## src/rtl/cpu_pkg.sv

```systemverilog
// Shared CPU definitions: controller state encodings, ISA opcodes and ALU selects.
// The controller and the instruction decoder both import this package.
package cpu_pkg;

  typedef enum logic [3:0] {
    ST_INIT   = 4'd0,
    ST_FETCH  = 4'd1,
    ST_DECODE = 4'd2,
    ST_NOOP   = 4'd3,
    ST_LOAD_A = 4'd4,
    ST_LOAD_B = 4'd5,
    ST_STORE  = 4'd6,
    ST_ADD    = 4'd7,
    ST_SUB    = 4'd8,
    ST_HALT   = 4'd9
  } state_t;

  localparam logic [3:0] OP_NOOP  = 4'b0000;
  localparam logic [3:0] OP_STORE = 4'b0001;
  localparam logic [3:0] OP_LOAD  = 4'b0010;
  localparam logic [3:0] OP_ADD   = 4'b0011;
  localparam logic [3:0] OP_SUB   = 4'b0100;
  localparam logic [3:0] OP_HALT  = 4'b0101;

  localparam logic [2:0] ALU_PASS = 3'b000;
  localparam logic [2:0] ALU_ADD  = 3'b001;
  localparam logic [2:0] ALU_SUB  = 3'b010;

endpackage

```

## src/rtl/instr_decode.sv

```systemverilog
// Combinational opcode decode and operand field extraction from the held instruction.
// Opcodes outside the defined set fall through to NOOP (all flags low).
module instr_decode
  import cpu_pkg::*;
(
  input  logic [15:0] IR,
  output logic        is_store,
  output logic        is_load,
  output logic        is_add,
  output logic        is_sub,
  output logic        is_halt,
  output logic [7:0]  mem_addr,
  output logic [3:0]  reg_a,
  output logic [3:0]  reg_b,
  output logic [3:0]  reg_d
);

  always_comb begin
    is_store = 1'b0;
    is_load  = 1'b0;
    is_add   = 1'b0;
    is_sub   = 1'b0;
    is_halt  = 1'b0;
    case (IR[15:12])
      OP_STORE: is_store = 1'b1;
      OP_LOAD:  is_load  = 1'b1;
      OP_ADD:   is_add   = 1'b1;
      OP_SUB:   is_sub   = 1'b1;
      OP_HALT:  is_halt  = 1'b1;
      default:  ;
    endcase
  end

  // Low nibble is Ra for STORE and Rd for LOAD/ADD/SUB; the top level picks the role.
  assign mem_addr = IR[11:4];
  assign reg_a    = IR[11:8];
  assign reg_b    = IR[7:4];
  assign reg_d    = IR[3:0];

endmodule

```

## src/rtl/control_fsm.sv

```systemverilog
// Moore fetch/decode/execute sequencer driving the PC, IR, data memory, register file and ALU.
// Outputs depend only on the state register and the held IR, so reset drops write strobes at once.
module control_fsm
  import cpu_pkg::*;
(
  input  logic        Clk,
  input  logic        Reset_n,
  input  logic [15:0] IR,
  output logic        PC_clr,
  output logic        PC_up,
  output logic        IR_ld,
  output logic [7:0]  D_addr,
  output logic        D_wr,
  output logic        RF_s,
  output logic [3:0]  RF_W_addr,
  output logic        RF_W_en,
  output logic [3:0]  RF_Ra_addr,
  output logic [3:0]  RF_Rb_addr,
  output logic [2:0]  ALU_s0,
  output logic [3:0]  State
);

  state_t     state;
  logic       is_store;
  logic       is_load;
  logic       is_add;
  logic       is_sub;
  logic       is_halt;
  logic [7:0] mem_addr;
  logic [3:0] reg_a;
  logic [3:0] reg_b;
  logic [3:0] reg_d;

  instr_decode u_decode (
    .IR       (IR),
    .is_store (is_store),
    .is_load  (is_load),
    .is_add   (is_add),
    .is_sub   (is_sub),
    .is_halt  (is_halt),
    .mem_addr (mem_addr),
    .reg_a    (reg_a),
    .reg_b    (reg_b),
    .reg_d    (reg_d)
  );

  // Any encoding outside the enum lands in default and restarts from INIT.
  always_ff @(posedge Clk or negedge Reset_n) begin
    if (!Reset_n) begin
      state <= ST_INIT;
    end else begin
      case (state)
        ST_INIT:   state <= ST_FETCH;
        ST_FETCH:  state <= ST_DECODE;
        ST_DECODE: begin
          if (is_load)
            state <= ST_LOAD_A;
          else if (is_store)
            state <= ST_STORE;
          else if (is_add)
            state <= ST_ADD;
          else if (is_sub)
            state <= ST_SUB;
          else if (is_halt)
            state <= ST_HALT;
          else
            state <= ST_NOOP;
        end
        ST_LOAD_A: state <= ST_LOAD_B;
        ST_LOAD_B: state <= ST_FETCH;
        ST_NOOP:   state <= ST_FETCH;
        ST_STORE:  state <= ST_FETCH;
        ST_ADD:    state <= ST_FETCH;
        ST_SUB:    state <= ST_FETCH;
        ST_HALT:   state <= ST_HALT;
        default:   state <= ST_INIT;
      endcase
    end
  end

  always_comb begin
    PC_clr     = 1'b0;
    PC_up      = 1'b0;
    IR_ld      = 1'b0;
    D_addr     = 8'h00;
    D_wr       = 1'b0;
    RF_s       = 1'b0;
    RF_W_addr  = 4'h0;
    RF_W_en    = 1'b0;
    RF_Ra_addr = 4'h0;
    RF_Rb_addr = 4'h0;
    ALU_s0     = ALU_PASS;
    case (state)
      ST_INIT: PC_clr = 1'b1;
      ST_FETCH: begin
        IR_ld = 1'b1;
        PC_up = 1'b1;
      end
      ST_LOAD_A, ST_LOAD_B: begin
        D_addr    = mem_addr;
        RF_s      = 1'b1;
        RF_W_addr = reg_d;
        RF_W_en   = (state == ST_LOAD_B);
      end
      ST_STORE: begin
        D_addr     = mem_addr;
        D_wr       = 1'b1;
        RF_Ra_addr = reg_d;
      end
      ST_ADD, ST_SUB: begin
        RF_Ra_addr = reg_a;
        RF_Rb_addr = reg_b;
        RF_W_addr  = reg_d;
        RF_W_en    = 1'b1;
        ALU_s0     = (state == ST_ADD) ? ALU_ADD : ALU_SUB;
      end
      default: ;
    endcase
  end

  assign State = state;

endmodule

```

## config.mk

```make
export PLATFORM = sky130hd
export DESIGN_NAME = control_fsm
export DESIGN_NICKNAME = d
export VERILOG_FILES = /design/src/rtl/cpu_pkg.sv /design/src/rtl/instr_decode.sv /design/src/rtl/control_fsm.sv
export SDC_FILE = /design/constraint.sdc
export NUM_CORES = 1
export LEC_CHECK = 0
export CAP_MARGIN = 15
export CORE_MARGIN = 1
export CORE_UTILIZATION = 31
export CTS_BUF_LIST = sky130_fd_sc_hd__clkbuf_4 sky130_fd_sc_hd__clkbuf_8 sky130_fd_sc_hd__clkbuf_16
export DETAILED_ROUTE_END_ITERATION = 7
export PLACE_DENSITY = 0.81
export SYNTH_ARGS = -nofsm -noshare
export SYNTH_HDL_FRONTEND = slang
export SYNTH_SLANG_ARGS = --single-unit
```

## constraint.sdc

```tcl
create_clock -name Clk -period 2.3 [get_ports Clk]
set_input_delay 0.46 -clock Clk [delete_from_list [all_inputs] [get_ports Clk]]
set_output_delay 0.46 -clock Clk [all_outputs]
set_load 0.02 [all_outputs]
```

; ---- Word level (Yosys, flattened, before mapping)
; Cells that the tools add are included.
; Widths: inputs -> output; s select.
[totals]
register_bits = 4
in_bits = 18
output_inout_bits = 33
wordCells = 43
[op_classes]
eq_ne = 14
mux = 22
n_reduce_logical = 6
[op_table]
columns = op, count
row1 = $mux 4, 7
row2 = $eq 4x3->1 const B, 6
row3 = $pmux 4 s5, 1
row4 = $eq 4x2->1 const B, 4
row5 = $mux 1, 9
row6 = $eq 4x1->1 const B, 2
row7 = $eq 4x4->1 const B, 2
row8 = $mux 8, 1
row9 = $pmux 4 s2, 1
row10 = $reduce_or 6->1, 1
row11 = $logic_not 4->1, 1
row12 = $mux 2, 2
row13 = $reduce_or 2->1, 2
row14 = $reduce_or 4->1, 1
row15 = $reduce_or 3->1, 1
row16 = $pmux 1 s2, 1

; ---- Longest topological paths before layout
[logic_depth]
word_depth = 8
depth_mapped = 4
mapped_depth_nobuf = 3

; ---- Cells and area by module
; A second synthesis with hierarchy kept.
[hier_totals]
cells_unflattened = 89
area_unflattened_um2 = 709.4
[modules_own_cells]
columns = mod, n_inst, cells_each, area_each_um2, seq_area_each_um2
row1 = control_fsm, 1, 64, 508.0, 100.1
row2 = instr_decode, 1, 25, 201.4, 0.0

; ---- Worst setup path after synthesis
; No wires, ideal clock.
[synth_timing]
kind = register to output
start = register state[1], in the netlist State[1]
end = output PC_up
arrival_time_ps = 1859
required_ps = 1840
slack_ps = -19
path_stages_with_launch = 4
n_path_buf = 2
cell_sequence = dfrtp_1 > buf_2 > nor4b_1 > buf_4
[synth_via]
elab_chain_cells = 2
[synth_rtl]
columns = element, line_no
row1 = from (decl), control_fsm.sv:23  ; state_t state;
row2 = from (signal assigned), control_fsm.sv:50  ; state <= ST_INIT;
row3 = from (signal assigned), control_fsm.sv:53  ; ST_INIT: state <= ST_FETCH;
row4 = from (signal assigned), control_fsm.sv:54  ; ST_FETCH: state <= ST_DECODE;
row5 = $eq 4x1->1, -
row6 = $mux 1, -
row7 = to (decl), control_fsm.sv:10  ; output logic PC_up,
; Every way passes these cells.

; ---- Worst setup path in the final report
[layout_timing]
start = register state[1], in the netlist State[1]
end = output RF_Rb_addr[1]
[layout_via]
elab_chain_cells = 3
elab_cells_between_ends = 4
classes_between = 2 x eq/ne / 1 x mux / 1 x reduce/logical
[layout_rtl]
columns = element, line_no
row1 = $eq 4x3->1 / $eq 4x4->1 (equally long branches), control_fsm.sv:93  ; case (state)
row2 = $reduce_or 2->1 *, -
row3 = $mux 4 *, control_fsm.sv:93
row4 = to (decl), control_fsm.sv:18  ; output logic [3:0] RF_Rb_addr,
; Mark *: on every way between the ends. The rest lies on a longest branch, timed or not.

==> out/qor.yml <==
synth.most_common_cell: "and2_1"
fin_worst_skew_ps: 5.40
initial_utilization: 0.339
cts.path.max_buffers: 2
fillers: 154
multiInputGateArea_um2: 398
synthArstFlopShare: 1.00
ir_worst_vdd_mv: 0.548
syn_to_final_growth_pct: 99.8
min_period_over_period: 0.973
hold_buffers: 0
violations: "DRC"
core_um2: 1560
hold_path_class: "in2async"
drv_cap: 0
dieHeight_um: 43.3
cts_setup_buffers: 0
yosysSeqAreaShare: 0.189
ff_latch_area_um2: 100
cp_max_fo: 8
run_status: "finished, violations left"
rows: 14
clock_latency_ps: 230
detail-route-antenna-nets: 0
yosysUniqueCellTypes: 30
synth_common_cells: "and2_1 (12), a21boi_1 (4), a22o_1 (4), dfrtp_1 (4), nor2_1 (4)"
drt-pass1-iter-count: 6
fin_crit_ps: 2240
avgViaCountPerCell: 4.89
crit_required_ps: 1840
yosysWarningCount: 0
cts_tree: "done"
die_area_um2: 1880
synth_top_area_frac: 0.189
startpoint: "State[1]"
fin_nets: 141
antenna_found_initial: 0
htreeDepth: 1
synth-edff-count: 0
wl_per_cell_um: 13.0
largest_reg_flops: 4
p_leak_nw: 0.546
total_power_w: 0.000716
post_dp_cell_area_um2: 1060
yosysTopAreaCell: "dfrtp_1"
cts.sinks: 4
synth_area_per_cell_um2: 7.90
grt_pass1_wl_mm: 2.91
synth_cells: 67
final_hold_viol_count: 0
cpPeakStageDelay_ps: 560
diodes: 0
wirelength_mm: 1.78
synth_top_flop_cell: "dfrtp_1"
synth_area_um2: 529
vias: 670
gr-total-overflow: 0
setup_tns_ps: 0
drc_errors: 4
crit_family: "simple AND/OR/NAND/NOR gates"
cpMaxStageDelayCell: "or4b_4"
worst_setup_path_start_kind: "register"
worstPathCellList: "or4b_4 > o21ai_4 > and2_1 > dlygate4sd2_1"
place_congestion: 0.800
first_global_vias: 635
io_buffers: 49
track_usage: 0.206
drt_iter0_markers: 11
maxSlewViolCount: 0
rsz0062_at_grt: "false"
worstSetupPathType: "reg2out"
fmax_mhz: 447
dp_hpwl_mm: 1.48
worstSetupEndpointType: "output pin"
final-setup-viol-count: 0
powerDensity_nw_per_um2: 677
clk_pin_slew_ps: 40
synthTopCellsByArea: "dfrtp_1 (19%), and2_1 (14%), a22o_1 (6.6%)"
design_area_um2: 1060
die_x_um: 43.3
io_pins: 51
reg2reg_from: "State[1]"
crit_buf_inv: 1
cts-root-buf: "clkbuf_4"
numCtsBuffers: 3
final_util: 0.678
drive_above_1_share: 0.165
yosys_register_bits: 4
grt_max_degree: 15
worstPathArrival_ps: 1780
syn_nets: 85
-- repair_timing --
action | CTS | global route
gates cloned | 0 | 0
setup endpoints to repair | 23 | 12
resized for setup | 24 | 12
hold endpoints to repair | 0 | 0
-- per-stage QoR --
| step | hold slack (ps) | instances | setup slack [ps] |
|---|---|---|---|
| 6_report | 425 | 137 | 61.0 |
| 5_1_grt | 447 | 137 | 5.17 |
| 4_1_cts | 423 | 137 | 2.83 |
| 3_5_place_dp | 626 | 134 | -24.1 |
| 3_3_place_gp | 631 | 134 | 26.6 |
| 2_1_floorplan | 164 | 67 | 9.40 |
-- cell families (layout without fill, tap and decap cells) --
logic type / count (synthesis) / in the layout / share of synthesized area
other: 1 / 1 / 0.00709
buffers and inverters: 7 / 61 / 0.0898
AO/OA/AOI/OAI: 17 / 17 / 0.241
AND/OR/NAND/NOR: 37 / 37 / 0.456
flip-flops: 4 / 4 / 0.189
XOR/XNOR: 1 / 1 / 0.0166
-- power by group --
part	internal, W	total (W)	switching [W]
clock	0.0000582	0.0000843	0.0000261
combinational	0.000246	0.000523	0.000278
sequential	0.0000932	0.000108	0.0000150
total	0.000397	0.000716	0.000319
-- metal layers --
layer,global-route usage,vias to the layer above,share of wire
li1,-,352,-
met1,0.249,303,0.42
met2,0.370,15,0.57
met3,0.0255,0,0.015
met4,0.0750,0,0
met5,0,-,0
-- layout make-up --
type,count,share of cell area
clock buffers,3,0.0213
inverters,1,0.00355
multi-input cells,56,0.376
flip-flops and latches,4,0.0947
well taps,16,0.0189
repair buffers,57,0.485
-- final timing paths --
| check | slack, ps | to | cells past startpoint |
|---|---|---|---|
| hold reg to reg | 630 | State[2] | 2 |
| max in group asynchronous | 1710 | State[2] | 1 |
| setup / recovery | 60 | RF_Rb_addr[1] | 4 |
| setup reg to reg | 810 | State[2] | 4 |
| hold / removal | 430 | State[0] | 1 |
| min in group Clk | 630 | State[2] | 2 |
-- layout by cell type, fill, tap and decap left out, drive strengths merged, types with 2 or more instances in the layout --
| master | synthesis | final |
|---|---|---|
| nor3 | 2 | 2 |
| buf | 6 | 8 |
| dlymetal6s2s | 0 | 2 |
| nor2 | 4 | 4 |
| a22o | 4 | 4 |
| nor4b | 2 | 2 |
| a21oi | 2 | 2 |
| clkdlybuf4s50 | 0 | 24 |
| or4b | 2 | 2 |
| dlygate4sd2 | 0 | 18 |
| nand3b | 3 | 3 |
| a21boi | 4 | 4 |
| nand2b | 2 | 2 |
| nor2b | 2 | 2 |
| nor3b | 2 | 2 |
| dfrtp | 4 | 4 |
| and2 | 12 | 12 |
| o21ai | 4 | 4 |
| clkbuf | 0 | 7 |
| nand2 | 2 | 2 |
-- worst reg2reg max path: stages (launching register included) --
cell      delay, ps
dfrtp_1         340
buf_4           190
nor2b_1         160
or4b_1          480
a211oi_2        230
No activity file was read; power rests on OpenSTA's default activity.
